**config.mk**
```make
export PLATFORM = sky130hd
export DESIGN_NAME = keypad_key_fifo_if_flat
export DESIGN_NICKNAME = d
export VERILOG_FILES = /design/src/rtl/keypad_pkg.sv /design/src/rtl/keypad_key_fifo_if_if.sv /design/src/rtl/key_fifo.sv /design/src/rtl/keypad_key_fifo_if.sv /design/src/flat_wrapper.sv
export SDC_FILE = /design/constraint.sdc
export NUM_CORES = 1
export LEC_CHECK = 0
export CAP_MARGIN = 10
export CORE_UTILIZATION = 50
export DETAILED_ROUTE_END_ITERATION = 10
export PLACE_DENSITY = 0.86
export SLEW_MARGIN = 5
export SYNTH_ARGS = -nofsm -noshare
export SYNTH_HDL_FRONTEND = slang
export SYNTH_SLANG_ARGS = --single-unit
```
**constraint.sdc**
```tcl
create_clock -name i_clk -period 2.2 [get_ports i_clk]
set_input_delay 0.33 -clock i_clk [delete_from_list [all_inputs] [get_ports i_clk]]
set_output_delay 0.33 -clock i_clk [all_outputs]
set_load 0.05 [all_outputs]
```
**src/rtl/keypad_pkg.sv**
```systemverilog
// keypad_pkg: shared types and constants for the keypad key FIFO receive block.
//   key_code_t   4-bit key value from the scan driver
//   int_state_t  interrupt FSM states (IDLE, REQ, SERV)
//   KEY_EMPTY_RD value returned by the data port when no key is queued
package keypad_pkg;

  typedef logic [3:0] key_code_t;

  typedef enum logic [1:0] {
    IDLE = 2'd0,
    REQ  = 2'd1,
    SERV = 2'd2
  } int_state_t;

  localparam logic [7:0] KEY_EMPTY_RD  = 8'hFF;
  localparam logic [7:0] DATA_PORT_DEF = 8'h96;
  localparam logic [7:0] STAT_PORT_DEF = 8'h97;

endpackage

```
**src/rtl/keypad_key_fifo_if_if.sv**
```systemverilog
// keypad_key_fifo_if_if: key-event and MCU IN-port signal bundle.
//   key_evt, key_code          scan driver -> block
//   port_id, rd_strb, int_ack  MCU -> block
//   in_data, intr, ovf         block -> MCU
// modport slave is the block side, modport master the driver/MCU side.
interface keypad_key_fifo_if_if;
  import keypad_pkg::*;

  logic      key_evt;
  key_code_t key_code;
  logic [7:0] port_id;
  logic      rd_strb;
  logic      int_ack;
  logic [7:0] in_data;
  logic      intr;
  logic      ovf;

  modport master (
    output key_evt, key_code, port_id, rd_strb, int_ack,
    input  in_data, intr, ovf
  );

  modport slave (
    input  key_evt, key_code, port_id, rd_strb, int_ack,
    output in_data, intr, ovf
  );

endinterface

```
**src/rtl/key_fifo.sv**
```systemverilog
// key_fifo: small key-code FIFO with extra-bit pointers.
//   i_clk, i_rst_n   clock, asynchronous active-low reset
//   i_push, i_din    write request and key code
//   i_pop            read request (ignored when empty)
//   o_dout           oldest entry
//   o_full, o_empty  occupancy flags
//   o_count          number of queued entries
//   o_ovf_evt        push into a full FIFO without a pop this cycle
// Macro KPD_OVERWRITE_EN: when defined, a push into a full FIFO replaces the oldest
// entry; otherwise that push is dropped.
module key_fifo
  import keypad_pkg::*;
#(
  parameter int unsigned DEPTH = 4
) (
  input  logic      i_clk,
  input  logic      i_rst_n,
  input  logic      i_push,
  input  logic      i_pop,
  input  key_code_t i_din,
  output key_code_t o_dout,
  output logic      o_full,
  output logic      o_empty,
  output logic [4:0] o_count,
  output logic      o_ovf_evt
);

  localparam int unsigned AW = (DEPTH > 1) ? $clog2(DEPTH) : 1;
  localparam int unsigned PW = AW + 1;

  key_code_t     r_mem [DEPTH];
  logic [PW-1:0] r_wr_ptr, r_rd_ptr;
  logic [PW-1:0] w_wr_ptr_d, w_rd_ptr_d, w_count;
  logic          w_pop, w_wr_en;

  assign o_empty = (r_wr_ptr == r_rd_ptr);
  assign o_full  = (r_wr_ptr[PW-1] != r_rd_ptr[PW-1]) &&
                   (r_wr_ptr[AW-1:0] == r_rd_ptr[AW-1:0]);
  assign w_count = r_wr_ptr - r_rd_ptr;
  assign o_count = 5'(w_count);
  assign o_dout  = r_mem[r_rd_ptr[AW-1:0]];

  always_comb begin
    w_pop      = i_pop && !o_empty;
    w_wr_en    = 1'b0;
    w_wr_ptr_d = r_wr_ptr;
    w_rd_ptr_d = r_rd_ptr;
    o_ovf_evt  = 1'b0;
    if (w_pop) begin
      w_rd_ptr_d = r_rd_ptr + PW'(1);
    end
    if (i_push) begin
      // A same-cycle pop frees the slot, so a full FIFO still accepts the push.
      if (!o_full || w_pop) begin
        w_wr_en    = 1'b1;
        w_wr_ptr_d = r_wr_ptr + PW'(1);
      end else begin
        o_ovf_evt = 1'b1;
`ifdef KPD_OVERWRITE_EN
        // Drop the oldest key so the newest DEPTH keys survive.
        w_wr_en    = 1'b1;
        w_wr_ptr_d = r_wr_ptr + PW'(1);
        w_rd_ptr_d = r_rd_ptr + PW'(1);
`else
        w_wr_en    = 1'b0;
`endif
      end
    end
  end

  always_ff @(posedge i_clk or negedge i_rst_n) begin
    if (!i_rst_n) begin
      r_wr_ptr <= '0;
      r_rd_ptr <= '0;
    end else begin
      r_wr_ptr <= w_wr_ptr_d;
      r_rd_ptr <= w_rd_ptr_d;
    end
  end

  // Storage needs no reset: the pointers alone define what is valid.
  always_ff @(posedge i_clk) begin
    if (w_wr_en) begin
      r_mem[r_wr_ptr[AW-1:0]] <= i_din;
    end
  end

endmodule

```
**src/rtl/keypad_key_fifo_if.sv**
```systemverilog
// keypad_key_fifo_if: keypad receive side. Captures key-down edges into a FIFO, raises an
// MCU interrupt and serves key/status bytes on the MCU IN-port bus.
//   i_clk, i_rst_n  clock, asynchronous active-low reset
//   io_bus (slave)  key_evt/key_code in, port_id/rd_strb/int_ack in, in_data/intr/ovf out
//   DATA_PORT read: {4'h0, oldest key} or 8'hFF when empty; RD_STRB pops.
//   STAT_PORT read: {ovf, 2'b00, empty, count[3:0]}; RD_STRB clears ovf.
// Macro KPD_OVERWRITE_EN (in key_fifo): overwrite oldest key on overflow instead of dropping.
module keypad_key_fifo_if
  import keypad_pkg::*;
#(
  parameter int unsigned DEPTH     = 4,
  parameter logic [7:0]  DATA_PORT = DATA_PORT_DEF,
  parameter logic [7:0]  STAT_PORT = STAT_PORT_DEF
) (
  input logic               i_clk,
  input logic               i_rst_n,
  keypad_key_fifo_if_if.slave io_bus
);

  logic       r_key_prev, r_intr, r_ovf;
  int_state_t r_state, w_state_d;
  logic       w_push, w_data_sel, w_stat_sel, w_pop_req, w_pop_done, w_stat_rd;
  logic       w_full, w_empty, w_ovf_evt;
  key_code_t  w_head;
  logic [4:0] w_count;
  logic [7:0] w_in_data;

  assign w_push     = io_bus.key_evt && !r_key_prev;
  assign w_data_sel = (io_bus.port_id == DATA_PORT);
  assign w_stat_sel = (io_bus.port_id == STAT_PORT);
  assign w_pop_req  = io_bus.rd_strb && w_data_sel;
  assign w_pop_done = w_pop_req && !w_empty;
  assign w_stat_rd  = io_bus.rd_strb && w_stat_sel;

  key_fifo #(
    .DEPTH (DEPTH)
  ) u_key_fifo (
    .i_clk     (i_clk),
    .i_rst_n   (i_rst_n),
    .i_push    (w_push),
    .i_pop     (w_pop_req),
    .i_din     (io_bus.key_code),
    .o_dout    (w_head),
    .o_full    (w_full),
    .o_empty   (w_empty),
    .o_count   (w_count),
    .o_ovf_evt (w_ovf_evt)
  );

  always_comb begin
    w_in_data = 8'h00;
    if (w_data_sel) begin
      w_in_data = w_empty ? KEY_EMPTY_RD : {4'h0, w_head};
    end else if (w_stat_sel) begin
      w_in_data = {r_ovf, 2'b00, w_empty, w_count[3:0]};
    end
  end

  assign io_bus.in_data = w_in_data;
  assign io_bus.intr    = r_intr;
  assign io_bus.ovf     = r_ovf;

  always_comb begin
    w_state_d = r_state;
    case (r_state)
      IDLE:    if (!w_empty)        w_state_d = REQ;
      REQ:     if (io_bus.int_ack)  w_state_d = SERV;
      SERV:    if (w_pop_done)      w_state_d = IDLE;
      default:                      w_state_d = IDLE;
    endcase
  end

  always_ff @(posedge i_clk or negedge i_rst_n) begin
    if (!i_rst_n) begin
      r_key_prev <= 1'b0;
      r_state    <= IDLE;
      r_intr     <= 1'b0;
      r_ovf      <= 1'b0;
    end else begin
      r_key_prev <= io_bus.key_evt;
      r_state    <= w_state_d;
      // INTR lags the REQ state by one register stage; an ack drops it at once.
      r_intr     <= (r_state == REQ) && !io_bus.int_ack;
      // A same-cycle overflow beats the status-read clear.
      if (w_ovf_evt) begin
        r_ovf <= 1'b1;
      end else if (w_stat_rd) begin
        r_ovf <= 1'b0;
      end
    end
  end

  logic w_unused;
  assign w_unused = w_full;

endmodule
```
**src/flat_wrapper.sv**
```systemverilog
// flat-port wrapper written by rule: the top's interface ports become plain ports
module keypad_key_fifo_if_flat import keypad_pkg::*;
#(
  parameter int unsigned DEPTH     = 4,
  parameter logic [7:0]  DATA_PORT = DATA_PORT_DEF,
  parameter logic [7:0]  STAT_PORT = STAT_PORT_DEF
)
  (i_clk, i_rst_n, io_bus_key_evt, io_bus_key_code, io_bus_port_id, io_bus_rd_strb, io_bus_int_ack, io_bus_in_data, io_bus_intr, io_bus_ovf);
  keypad_key_fifo_if_if io_bus_i ();
  input logic i_clk;
  input logic i_rst_n;
  input wire logic [$bits(io_bus_i.key_evt)-1:0] io_bus_key_evt;
  input wire logic [$bits(io_bus_i.key_code)-1:0] io_bus_key_code;
  input wire logic [$bits(io_bus_i.port_id)-1:0] io_bus_port_id;
  input wire logic [$bits(io_bus_i.rd_strb)-1:0] io_bus_rd_strb;
  input wire logic [$bits(io_bus_i.int_ack)-1:0] io_bus_int_ack;
  output wire logic [$bits(io_bus_i.in_data)-1:0] io_bus_in_data;
  output wire logic [$bits(io_bus_i.intr)-1:0] io_bus_intr;
  output wire logic [$bits(io_bus_i.ovf)-1:0] io_bus_ovf;
  assign io_bus_i.key_evt = io_bus_key_evt;
  assign io_bus_i.key_code = io_bus_key_code;
  assign io_bus_i.port_id = io_bus_port_id;
  assign io_bus_i.rd_strb = io_bus_rd_strb;
  assign io_bus_i.int_ack = io_bus_int_ack;
  assign io_bus_in_data = io_bus_i.in_data;
  assign io_bus_intr = io_bus_i.intr;
  assign io_bus_ovf = io_bus_i.ovf;
  keypad_key_fifo_if #(.DEPTH(DEPTH), .DATA_PORT(DATA_PORT), .STAT_PORT(STAT_PORT)) u_core (.i_clk(i_clk), .i_rst_n(i_rst_n), .io_bus(io_bus_i));
endmodule
```
==> summary.txt <==
Synthesis
  • Mux contribution to synthesized area: a little under a tenth
  • Post-Synthesis Cells: 98
  • Area share of and/or/nand/nor cells after synthesis: around 14%
  • Avg Inst Size Synth: around 14 um2
  • Post-synth top area cell: edfxtp_1
  • Post-synth top area share: 35.2%
  • Synth Area in Adders: under 10%
  • Seq cells post-synth: 27
  • Synth unique cells: 35
  • Post-Synthesis Cell Area: 1370 um2
  • Async SR Flop Fraction: between 40% and 50%
  • Largest family of logic cells by synthesized area: simple AND/OR/NAND/NOR gates
  • Most area-consuming cells after synthesis: edfxtp_1, dfrtp_1, mux4_2
  • Synth Area in XOR/XNOR: between 4 and 5%
  • Main synth FF type: edfxtp_1
  • Syn. warnings: 0
  • Compound-Gate Fraction of Synth Area: between 5 and 6%
  • Synthesized Nets: 123
  • Register area share after synthesis: roughly 55%
  • EDFF count, synth: 16

Detailed routing
  • Initial drt markers: 15
  • Vias per inst: 5.45
  • Pre-Repair DR Iteration Count: 4
  • Final WL: 2880 um
  • Vias post-DR: slightly above 900
  • Final ANT Viol Nets: 0
  • WL per Instance: 17.2 um
  • DRC viols: 0

Die
  • I/O pin count: 27
  • # rows: 18
  • Starting Density: between 50% and 60%
  • Core Area: 2520 um2
  • Die area: about 2900 um2
  • Die H: roughly 54 um
  • Die Wd: approximately 54 um

Place
  • IO buf count: 26
  • Routability cong.: approximately 0.73
  • Dpl cells: 159
  • Detailed placement HPWL: 2040 um

Clock network
  • Worst-Skew Late Latency: roughly 0.34 ns
  • Root Buffer: clkbuf_4
  • Total CTS buffers: 3
  • Max Buffers Root-to-Sink: 2
  • Clock tree sinks: 27
  • TritonCTS clock tree: done
  • H-tree depth: 1
  • CTS clk-pin slew, worst paths: approximately 0.16 ns

Timing
  • Worst-Margin Slew: ~0.52 ns
  • Final Hold Vio Count: 0
  • # setup viols final: 3
  • Hold slack: between 0.3 and 0.4 ns
  • Tmin final: between 2 and 2.5 ns
  • Max-slew violations: 0
  • Max Fclk: between 400 and 500 MHz
  • Clock Skews: 0.00623 ns
  • Period utilization: 104%
  • Final worst setup slack: -0.0887 ns
  • Rel. slew slack: approximately two thirds
  • RSZ-0062 raised after global routing: true

Global routing
  • Vias in the first global route: roughly 930
  • Met1 Resource Use GR: roughly a quarter
  • Initial antenna violation count: 0
  • GRT met3 Usage: roughly 2.8%
  • Pin count of the biggest net entering global routing: 17
  • Grt peak-use layer: met2
  • First-pass GRT wire length: approximately 4300 um
  • Grt total ovfl: 0
  • Met2 GRT Util: 40.0%
  • Total GRT Usage: between 20 and 25%

Critical path
  • Crit path cell chain: inv_2 -> ha_4 -> inv_2 -> fa_2 -> xnor2_2 -> a211oi_2 -> buf_12
  • CP Capture Type: output port
  • Worst-path fanout max: 2
  • Critical path's largest stage delay: around 0.42 ns
  • CP max stage cell: dfrtp_1
  • Crit path DAT: a little under 2 ns
  • Critical Path Start Type: flip-flop
  • CP required: roughly 1.9 ns
  • Setup CP Type: flip-flop to output port
  • Critical Path Most Common Cell: inv_2

Power and ir drop
  • Pwr dens: a little over 800 nW/um2
  • Max VDD drop: roughly 0.59 mV
  • P_leak: roughly 0.76 nW

Min path
  • Hold Path Class: input port to asynchronous set/reset pin

Run
  • MaxCap Viol Count: 0

Status
  • Failing checks: negative setup slack
  • Status: complete, but fails checks

Cells and area
  • Final nets: around 160
  • Ant diodes: 0
  • Post-Layout Cell Count: 167
  • P&R area growth vs syn: 43.1%
  • Fin util: 77.5%
  • Layout cell share with drive strength beyond 1: ~40%
[synth_stat cells (2+ instances only)]
cell	instances
edfxtp_1	16
dfrtp_1	11
ha_1	7
inv_1	6
nor2_1	6
nor3_1	6
xnor2_1	5
mux4_2	4
a211oi_1	3
and2_1	3
buf_2	2
nand2_1	2
nand2b_1	2
nand3_1	2
nor2b_1	2
nor3b_1	2
[sequential cells by signal (all words and copies together), names as in the netlist]
signal and count:
u_core.u_key_fifo.r_mem 16, u_core.u_key_fifo.r_rd_ptr 3, u_core.u_key_fifo.r_wr_ptr 3, u_core.r_state 2
u_core.io_bus.intr 1, u_core.io_bus.ovf 1, u_core.r_key_prev 1
[path summary, 6_finish.rpt]
kind	slack, ns	endpoint	start	cells after the start
setup / recovery	-0.09	io_bus_in_data[2]	u_core.u_key_fifo.r_wr_ptr[0]	7
setup reg to reg	0.35	u_core.u_key_fifo.r_mem[3][2]	u_core.u_key_fifo.r_wr_ptr[1]	4
max in group asynchronous	1.51	u_core.u_key_fifo.r_wr_ptr[1]	i_rst_n	1
hold reg to reg	0.54	u_core.io_bus.intr	u_core.r_state[1]	1
min in group i_clk	0.43	u_core.r_key_prev	io_bus_key_evt	1
hold / removal	0.31	u_core.u_key_fifo.r_rd_ptr[0]	i_rst_n	1
[worst max-delay path, delay by kind of cell (launching register included)]
family,cells,cell delay [ns]
AO/OA/AOI/OAI,1,0.26
adder cells (fa/ha/maj),2,0.49
flip-flops,1,0.42
XOR/XNOR,1,0.15
buffers and inverters,3,0.30
[stage by stage]
| stage | total power, mW | setup WS (ns) | instance area (um2) | setup TNS, ns |
|---|---|---|---|---|
| 2_1_floorplan | 1.05 | -0.138 | 1390 | -0.208 |
| 3_3_place_gp | 1.19 | -0.0900 | 1820 | -0.318 |
| 3_5_place_dp | 1.23 | -0.118 | 1820 | -0.539 |
| 4_1_cts | 1.57 | -0.122 | 1920 | -0.218 |
| 5_1_grt | 1.70 | -0.151 | 1960 | -0.399 |
| 6_report | 1.61 | -0.0887 | 1960 | -0.170 |
[what timing repair did]
action / in CTS / in global routing
endpoints found under the setup margin: 8 / 7
buffers inserted: 4 / 0
cloned: 0 / 0
pin swaps: 5 / 1
gates resized for setup: 11 / 6
hold buffers: 0 / 0
[cells in the final DEF (no fill, tap or decap), drive strengths merged]
master,instances
nand2,2
a21o,1
nor3,6
fa,1
and3,1
nand3b,1
ha,7
clkinvlp,1
clkdlybuf4s50,18
dfrtp,11
clkbuf,3
mux2i,1
nor2b,2
a211oi,3
o311ai,1
or3,1
inv,6
mux4,4
edfxtp,16
xnor2,6
o31a,1
nor2,6
nand3,2
o31ai,1
mux2,2
nand2b,2
nand4b,1
nor3b,2
and2,3
o21ai,2
buf,22
nor4,1
[area by class of cell]
type | count | area, um2
multi-input cells | 60 | 663
repair buffers | 40 | 445
inverters | 6 | 22.5
clock inverters | 1 | 7.51
clock buffers | 3 | 22.5
fillers | 149 | 567
well taps | 30 | 37.5
flip-flops and latches | 27 | 757
[cells by family after synthesis]
group / count (synthesis)
AO/OA/AOI/OAI: 9
XOR/XNOR: 6
adder cells (fa/ha/maj): 8
buffers and inverters: 11
flip-flops: 27
multiplexers: 7
AND/OR/NAND/NOR: 30
[report_power, final]
group / switching (mW) / leakage (nW) / total, mW / internal, mW
combinational: 0.334 / 0.461 / 0.666 / 0.332
clock: 0.162 / 0.0139 / 0.231 / 0.0698
sequential: 0.0792 / 0.281 / 0.713 / 0.634
[routing by layer]
layer  wire (um)  share of wire [%]
met1        1270                 44
met2        1500                 52
met3          75                2.6
met4          30                1.0
met5           0                  0
Note: power is estimated with default switching activity, not from simulation.
